**src/rtl/linear_proj_pkg.sv**
```systemverilog
// Shared constants and types for the linear-projection C-buffer path.
// Default tile geometry, derived widths, the reader FSM state type and a
// counter-width helper. Pure package, no ports.
package linear_proj_pkg;

  // Counter/address width that never collapses below one bit.
  function automatic int unsigned cnt_w(input int unsigned n);
    return (n > 1) ? $clog2(n) : 1;
  endfunction

  localparam int unsigned C_WIDTH_OUT   = 16;
  localparam int unsigned TILE_ROWS     = 8;
  localparam int unsigned TILE_COLS     = 8;
  localparam int unsigned C_ROW_TILES   = 1;
  localparam int unsigned C_COL_TILES   = 1;
  localparam int unsigned C_TILE_W      = TILE_ROWS * TILE_COLS * C_WIDTH_OUT;
  localparam int unsigned C_ROW_W       = TILE_COLS * C_WIDTH_OUT;
  localparam int unsigned C_ADDR_W      = cnt_w(C_ROW_TILES * C_COL_TILES);
  localparam int unsigned C_TOTAL_BEATS = C_ROW_TILES * TILE_ROWS * C_COL_TILES;

  typedef enum logic [1:0] {RD_IDLE, RD_RUN, RD_DRAIN} c_rd_state_e;

endpackage

```
**src/rtl/linear_proj_skid_fifo.sv**
```systemverilog
// Two-entry output FIFO with the head held in a register.
// Ports: clk, rst (sync, active high), push/push_data, pop, head (entry at
// the front), count (0..2), valid (count != 0).
// The second entry is kept at zero whenever it is unused, so head reads
// zero once the FIFO empties.
module linear_proj_skid_fifo #(
  parameter int unsigned W = 8
) (
  input  logic         clk,
  input  logic         rst,
  input  logic         push,
  input  logic [W-1:0] push_data,
  input  logic         pop,
  output logic [W-1:0] head,
  output logic [1:0]   count,
  output logic         valid
);

  logic [W-1:0] tail;

  assign valid = (count != 2'd0);

  // Shift-style storage: pops move tail into head.
  always_ff @(posedge clk) begin
    if (rst) begin
      count <= 2'd0;
      head  <= '0;
      tail  <= '0;
    end else begin
      case ({push, pop})
        2'b10: begin
          count <= count + 2'd1;
          if (count == 2'd0) head <= push_data;
          else               tail <= push_data;
        end
        2'b01: begin
          count <= count - 2'd1;
          head  <= tail;
          tail  <= '0;
        end
        2'b11: begin
          if (count == 2'd1) begin
            head <= push_data;
          end else begin
            head <= tail;
            tail <= push_data;
          end
        end
        default: ;
      endcase
    end
  end

endmodule

```
**src/rtl/linear_proj_c_reader.sv**
```systemverilog
// Drain side of the linear-projection C buffer: reads C tiles back and
// streams the C matrix row-major, one tile row per valid/ready beat.
// Ports: clk, rst (sync, active high), start/busy/done control,
// c_rd_en/c_rd_addr/c_rd_data buffer read port (data one cycle after enable),
// out_valid/out_ready/out_data/out_last result stream.
// Option LINEAR_PROJ_C_READER_ROW_LAST_EN adds out_row_last, marking the
// final beat of every C row.
module linear_proj_c_reader #(
  parameter int unsigned WIDTH_OUT = linear_proj_pkg::C_WIDTH_OUT,
  parameter int unsigned TILE_ROWS = linear_proj_pkg::TILE_ROWS,
  parameter int unsigned TILE_COLS = linear_proj_pkg::TILE_COLS,
  parameter int unsigned ROW_TILES = linear_proj_pkg::C_ROW_TILES,
  parameter int unsigned COL_TILES = linear_proj_pkg::C_COL_TILES,
  parameter int unsigned ADDR_W    = linear_proj_pkg::cnt_w(ROW_TILES * COL_TILES)
) (
  input  logic                                 clk,
  input  logic                                 rst,
  input  logic                                 start,
  output logic                                 busy,
  output logic                                 done,
  output logic                                 c_rd_en,
  output logic [ADDR_W-1:0]                    c_rd_addr,
  input  logic [TILE_ROWS*TILE_COLS*WIDTH_OUT-1:0] c_rd_data,
  output logic                                 out_valid,
  input  logic                                 out_ready,
  output logic [TILE_COLS*WIDTH_OUT-1:0]       out_data,
  output logic                                 out_last
`ifdef LINEAR_PROJ_C_READER_ROW_LAST_EN
  ,
  output logic                                 out_row_last
`endif
);

  import linear_proj_pkg::*;

  localparam int unsigned ROW_W = TILE_COLS * WIDTH_OUT;
  localparam int unsigned CW    = cnt_w(COL_TILES);
  localparam int unsigned IW    = cnt_w(TILE_ROWS);
  localparam int unsigned RW    = cnt_w(ROW_TILES);
`ifdef LINEAR_PROJ_C_READER_ROW_LAST_EN
  localparam int unsigned EW    = ROW_W + 2;
`else
  localparam int unsigned EW    = ROW_W + 1;
`endif

  c_rd_state_e   state;
  logic [CW-1:0] col_q;
  logic [IW-1:0] row_q;
  logic [RW-1:0] tile_row_q;
  logic          inflight_q;
  logic [IW-1:0] rd_i_q;
  logic          rd_last_q;
  logic          col_last, row_last, tile_row_last, issue_last;
  logic          pop;
  logic [1:0]    fifo_count;
  logic [2:0]    occ;
  logic [ROW_W-1:0] sel_row;
  logic [EW-1:0] push_data, head;

  assign col_last      = (col_q == CW'(COL_TILES - 1));
  assign row_last      = (row_q == IW'(TILE_ROWS - 1));
  assign tile_row_last = (tile_row_q == RW'(ROW_TILES - 1));
  assign issue_last    = col_last && row_last && tile_row_last;

  // Credit check includes this cycle's pop so a full-rate stream never
  // bubbles; c_rd_en is therefore a direct function of out_ready.
  assign pop     = out_valid && out_ready;
  assign occ     = 3'(fifo_count) + 3'(inflight_q) - 3'(pop);
  assign c_rd_en = (state == RD_RUN) && (occ < 3'd2);

  assign c_rd_addr = ADDR_W'(32'(tile_row_q) * COL_TILES + 32'(col_q));

  // Pick the tile row that matches the read issued last cycle.
  assign sel_row = c_rd_data[32'(rd_i_q) * ROW_W +: ROW_W];

`ifdef LINEAR_PROJ_C_READER_ROW_LAST_EN
  logic rd_row_last_q;
  assign push_data    = {rd_row_last_q, rd_last_q, sel_row};
  assign out_row_last = head[ROW_W+1];
`else
  assign push_data    = {rd_last_q, sel_row};
`endif
  assign out_data = head[ROW_W-1:0];
  assign out_last = head[ROW_W];

  // Control FSM, tile/row counters and the one-cycle read side-band pipe.
  always_ff @(posedge clk) begin
    if (rst) begin
      state      <= RD_IDLE;
      col_q      <= '0;
      row_q      <= '0;
      tile_row_q <= '0;
      inflight_q <= 1'b0;
      rd_i_q     <= '0;
      rd_last_q  <= 1'b0;
`ifdef LINEAR_PROJ_C_READER_ROW_LAST_EN
      rd_row_last_q <= 1'b0;
`endif
      busy       <= 1'b0;
      done       <= 1'b0;
    end else begin
      done       <= 1'b0;
      inflight_q <= c_rd_en;
      rd_i_q     <= row_q;
      rd_last_q  <= issue_last;
`ifdef LINEAR_PROJ_C_READER_ROW_LAST_EN
      rd_row_last_q <= col_last;
`endif
      case (state)
        RD_IDLE: begin
          if (start) begin
            state <= RD_RUN;
            busy  <= 1'b1;
          end
        end
        RD_RUN: begin
          if (c_rd_en) begin
            if (col_last) begin
              col_q <= '0;
              if (row_last) begin
                row_q      <= '0;
                tile_row_q <= tile_row_last ? '0 : tile_row_q + RW'(1);
              end else begin
                row_q <= row_q + IW'(1);
              end
            end else begin
              col_q <= col_q + CW'(1);
            end
            if (issue_last) state <= RD_DRAIN;
          end
        end
        RD_DRAIN: begin
          // Finish on the cycle the FIFO goes empty with nothing returning.
          if ((fifo_count == 2'(pop)) && !inflight_q) begin
            state <= RD_IDLE;
            busy  <= 1'b0;
            done  <= 1'b1;
          end
        end
        default: state <= RD_IDLE;
      endcase
    end
  end

  linear_proj_skid_fifo #(.W(EW)) u_fifo (
    .clk       (clk),
    .rst       (rst),
    .push      (inflight_q),
    .push_data (push_data),
    .pop       (pop),
    .head      (head),
    .count     (fifo_count),
    .valid     (out_valid)
  );

endmodule

```
**config.mk**
```make
export PLATFORM = sky130hd
export DESIGN_NAME = linear_proj_c_reader
export DESIGN_NICKNAME = d
export VERILOG_FILES = /design/src/rtl/linear_proj_pkg.sv /design/src/rtl/linear_proj_skid_fifo.sv /design/src/rtl/linear_proj_c_reader.sv
export SDC_FILE = /design/constraint.sdc
export NUM_CORES = 1
export LEC_CHECK = 0
export ABC_AREA = 1
export CORE_AREA = 3 3 455 457
export CTS_BUF_LIST = sky130_fd_sc_hd__clkbuf_2 sky130_fd_sc_hd__clkbuf_4 sky130_fd_sc_hd__clkbuf_8
export DETAILED_ROUTE_END_ITERATION = 12
export DIE_AREA = 0 0 458 460
export PLACE_DENSITY = 0.3
export REMOVE_ABC_BUFFERS = 1
export SLEW_MARGIN = 20
export SYNTH_ARGS = -nofsm -noshare
export SYNTH_HDL_FRONTEND = slang
export SYNTH_SLANG_ARGS = --single-unit
export TNS_END_PERCENT = 10
```
**constraint.sdc**
```tcl
create_clock -name clk -period 3.9 [get_ports clk]
set_input_delay 0.585 -clock clk [delete_from_list [all_inputs] [get_ports clk]]
set_output_delay 0.585 -clock clk [all_outputs]
set_load 0.01 [all_outputs]
```
==> results of run 1 <==
## critical path: stages, from the launching register on
cell and delay (ns):
dfxtp_2 0.38, inv_1 0.10, ha_2 0.22, inv_2 0.11
nand2_2 0.07, nand2_1 0.08, nand2_1 0.08, nor2_1 0.13
inv_1 0.07, fa_1 0.51, nand3_1 0.10, nor2_1 0.17
clkdlybuf4s15_2 0.27
## path summary, 6_finish.rpt
kind | endpoint | start | slack, ns
worst min register to register | rd_i_q[0] | row_q[0] | 0.46
worst max register to register | u_fifo.head[57] | rd_i_q[0] | 1.26
worst max-delay path | c_rd_en | u_fifo.count[1] | 0.32
worst min-delay path | u_fifo.count[1] | rst | 0.32
## layout make-up
type,instances,area (um2),area share (%)
clock buffers,100,1260,3.19
flip-flops and latches,272,5460,13.8
inverters,915,3470,8.80
multi-input cells,3006,13200,33.5
well taps,2688,3360,8.53
clock inverters,16,195,0.495
repair buffers,1223,12500,31.6
diodes,23,57.6,0.146
## state kept, by name (all words and copies together), names as in the netlist
| register | cells |
|---|---|
| busy | 1 |
| done | 1 |
| inflight_q | 1 |
| rd_i_q | 3 |
| rd_last_q | 1 |
| row_q | 3 |
| state | 2 |
| u_fifo.count | 2 |
| u_fifo.head | 129 |
| u_fifo.tail | 129 |
## cells by family (layout without fill, tap and decap cells)
family                     count (synthesis)  in the layout
buffers and inverters                   1241           2254
adders and majority gates                  5              5
AOI/OAI and AO/OA                        400            400
DFF                                      272            272
and+or+nand+nor                         2600           2600
other                                      1             24
## per-stage QoR
| step | utilization (%) | total power (W) | cells | instance area [um2] |
|---|---|---|---|---|
| 2_1_floorplan | - | 0.00864 | 4193 | 22000 |
| 5_1_grt | 19.3 | 0.0188 | 8235 | 39400 |
| 6_report | 19.3 | 0.0173 | 8243 | 39400 |
| 3_3_place_gp | 18.6 | 0.0137 | 8104 | 37900 |
| 4_1_cts | 19.3 | 0.0179 | 8220 | 39400 |
| 3_5_place_dp | 18.6 | 0.0137 | 8104 | 37900 |
## metal layers
layer / share of wire [%] / vias up / track usage, % / wire [um]
li1: - / 15800 / - / -
met1: 43 / 14700 / 19.9 / 76500
met2: 47 / 1034 / 27.1 / 83300
met3: 8.3 / 168 / 5.23 / 14700
met4: 1.7 / 40 / 3.60 / 3060
met5: 0.16 / - / 0 / 276
## repair_timing
action	in CTS	in global routing
hold buffers	0	0
resized for setup	3	2
endpoints found under the setup margin	1	1
buffers inserted	0	0
## report_power, final
group | total (W) | switching [W] | internal [W]
Sequential | 0.00376 | 0.000392 | 0.00337
Clock | 0.00395 | 0.00168 | 0.00227
Combinational | 0.00955 | 0.00597 | 0.00358
## cells in the final DEF, fill, tap and decap left out, drive strengths merged
cell           count
nand3           1026
nand2           1558
dfxtp            272
clkdlybuf4s50   1158
nor2              12
conb               1
ha                 4
diode             23
clkinv             8
o21a               2
o21ai            134
nor3               2
a211oi             1
nand3b             1
bufinv             3
clkbuf           101
fa                 1
o22ai              1
clkinvlp           3
a21oi            262
buf               63
inv              917
nand4              1
clkdlybuf4s15      1
==> impl_metrics.ini, run 1 <==
[logic_synthesis]
synth.top_cell.area_share_pct = 24.9
ys_top_cells_by_area = nand2_1, dfxtp_1, nand3_1, inv_1, a21oi_1
synth-xor-area-share_pct = 0
synth_top_flop_cell = dfxtp_1
async_flop_share_pct = 0
synth_top_family_by_area = simple AND/OR/NAND/NOR gates
synth_top_area_cell = nand2_1
yosysMostFrequentCell = nand2_1
synth_edf_count = 0
synth-simple-area-share_pct = 47.2
synth.area.mux_share_pct = 0
yosysSeqAreaShare_pct = 23.3
synth-compound-area-share_pct = 8.59
ys_ff_latch = 272
ys_types = 24
syn_inst = 4519
syn_area_um2 = 23400
synthTopCellsByCount = nand2_1, nand3_1, inv_1, dfxtp_1, a21oi_1
ys_warn_count = 0
syn_avg_cell_area_um2 = 5.18
synthAdderAreaFrac_pct = 0.299

[clocking]
clk_pin_slew_ns = 0.06
cts.sinks = 272
cts_root_buf = clkbuf_8
htree_levels = 3
clock_latency_ns = 0.70
cts_buffers = 66
cts_tree = built
cts_buffer_depth = 3

[grt]
grtUsageTotal_pct = 16.1
antenna_found_initial = 61
grt_pass1_wl_um = 246000
grt_pass1_vias = 31900
grt_overflow_total = 0
grt_max_degree = 136

[sta]
finalSetupViolCount = 0
tightest_slew_ns = 1.07
period_minus_slack_ns = 3.58
hold_violations = 0
fmax_ghz = 0.279
maxSlewHeadroom_pct = 28.4
skew_ns = 0.0432
setup_tns_ns = 0
holdWs_ns = 0.325
finalCritPeriodShare_pct = 91.9
setup_ws_ns = 0.316
rsz0062_at_grt = false
slew_violations = 0

[route]
vias_per_cell = 3.85
drtIter0Drc = 1788
wl_um = 178000
drtAntennaViolNets = 0
wl_per_cell_um = 21.6
vias = 31700
drc_errors = 0
firstDrtPassIters = 5

[run]
cap_violations = 0

[finish]
n_fill_cell = 24000
drive_gt1_share_pct = 3.60
synthToLayoutAreaGrowth_pct = 68.4
final_nets = 6517

[floorplanning]
start_util_pct = 11.5
coreArea_um2 = 204000
die-width_um = 458
ioPinCount = 1162
num_rows = 166
fp.dieH_um = 460
fp.dieArea_um2 = 211000

[hold_path]
hp-class = in -> reg
whs_path_depth = 2

[placement]
hpwl_um = 135000
dp_worst_setup_slack_ns = 0.276
place.gp.congestion = 0.871
place.port_buffers = 1160

[setup_path]
critPathRequiredTime_ns = 3.31
path_class = reg -> out
arrival_ns = 3.00
crit_path_start_kind = flop
path_max_fanout = 5
rr_worst_depth = 8
endpoint_kind = output pin

[status]
status = finished clean

[power_and_ir_drop]
leakage_nw = 18.8
p_per_area_nw_per_um2 = 437
ir_worst_vdd_mv = 0.234
(Power assumes the default switching activity.)
==> run 2, diff against run 1 <==
Settings changed: SKIP_CTS_REPAIR_TIMING set to 1.
==> impl_metrics.ini, run 2 (same netlist as run 1, synthesis figures left out) <==
[sta]
fmax_ghz = 0.280
finalSetupViolCount = 0
rsz0062_at_grt = false
slew_violations = 0
tightest_slew_ns = 1.07
finalCritPeriodShare_pct = 91.7
period_minus_slack_ns = 3.57
maxSlewHeadroom_pct = 28.4
hold_violations = 0
skew_ns = 0.0432

[setup_path]
arrival_ns = 2.99
path_max_fanout = 4
critPathSlowestCell = fa_1
max_stage_delay_ns = 0.51
path_class = reg -> out
crit_chain = inv_1 -> ha_1 -> inv_2 -> nand2_2 -> nand2_1 -> nand2_1 -> nor2_1 -> inv_1 -> fa_1 -> nand3_1 -> nor2_1 -> clkbuf_2
r2r_slack_ns = 1.24
critPathRequiredTime_ns = 3.31
path_buf_inv = 4
crit_family = adder cells
endpoint_kind = output pin
crit_path_start_kind = flop

[hold_path]
hp-class = in -> reg

[grt]
grt_pass1_vias = 31900
grt_max_degree = 136
grt_overflow_total = 0
grt_pass1_wl_um = 246000
antenna_found_initial = 61
grtUsageTotal_pct = 16.1

[floorplanning]
coreArea_um2 = 204000
num_rows = 166
ioPinCount = 1162
fp.dieH_um = 460
fp.dieArea_um2 = 211000
die-width_um = 458
start_util_pct = 11.5

[route]
routed.top_layer = met5
vias = 31800
vias_per_cell = 3.85
met1_length_um = 76600
route.met3.wl_um = 14600
drc_errors = 0
drtAntennaViolNets = 0
wl_um = 178000
wl_per_cell_um = 21.6
drtIter0Drc = 1788
firstDrtPassIters = 5
met2_length_um = 83300

[clocking]
cts.sinks = 272
clk_pin_slew_ns = 0.06
htree_levels = 3
cts_buffers = 66
cts_tree = built
cts_root_buf = clkbuf_8
clock_latency_ns = 0.70
cts_buffer_depth = 3

[power_and_ir_drop]
p_per_area_nw_per_um2 = 437
power_frac_seq_pct = 21.8
p_sw_share_pct = 46.6
combPwrFrac_pct = 55.3
ir_worst_vdd_mv = 0.235
leakage_nw = 18.8
p_int_w = 0.00921
clkPwrFrac_pct = 22.9
power_switching_w = 0.00804

[finish]
synthToLayoutAreaGrowth_pct = 68.4
final_nets = 6517
final_common_cell = nand2_1
drive_gt1_share_pct = 3.58
most-common-layout-cells = nand2_1, clkdlybuf4s50_1, nand3_1
fin_cells = 8243
final_util_pct = 19.3
largestRegisters = u_fifo.head (129), u_fifo.tail (129)

[placement]
hpwl_um = 135000
place.gp.congestion = 0.871
place.port_buffers = 1160
dp_cells = 8104

[status]
status = finished clean

[run]
cap_violations = 0
==> run 2: power by group through the flow <==
stage	combinational [W]	clock, W	sequential [W]
3_3_place_gp	0.00986	0	0.00381
3_5_place_dp	0.00985	0	0.00382
4_1_cts	0.00990	0.00421	0.00378
2_1_floorplan	0.00452	0	0.00412
6_report	0.00955	0.00395	0.00376
5_1_grt	0.0106	0.00429	0.00385
==> run 2: per-stage QoR <==
stage | total power [W] | instance area [um2] | hold WS, ns | setup TNS [ns] | setup WS (ns)
final | 0.0173 | 39400 | 0.326 | 0 | 0.325
after global routing | 0.0188 | 39400 | 0.258 | 0 | 0.0712
after CTS | 0.0179 | 39400 | 0.213 | -0.324 | -0.324
after detailed placement | 0.0137 | 37900 | 0.456 | 0 | 0.276
after global placement | 0.0137 | 37900 | 0.450 | 0 | 0.219
after floorplan | 0.00864 | 22000 | 0.429 | -4679.98 | -18.37
==> run 2: worst paths after layout <==
| path | startpoint | to | depth (start not counted) |
|---|---|---|---|
| min | rst | u_fifo.count[1] | 2 |
| min reg2reg | row_q[0] | rd_i_q[0] | 2 |
| max reg2reg | u_fifo.count[1] | u_fifo.tail[116] | 11 |
| max | u_fifo.count[0] | c_rd_en | 12 |
==> run 2: final cells by class <==
type / instances / area, um2
Antenna cell: 23 / 57.6
Clock buffer: 100 / 1260
Clock inverter: 16 / 195
Fill cell: 24000 / 165000
Inverter: 915 / 3470
Multi-Input combinational cell: 3006 / 13200
Sequential cell: 272 / 5460
Tap cell: 2688 / 3360
Timing Repair Buffer: 1223 / 12400
==> run 2: layer usage <==
metal	vias to the layer above	global-route usage, %
li1	15800	-
met1	14700	19.9
met2	1041	27.1
met3	168	5.23
met4	40	3.60
met5	-	0
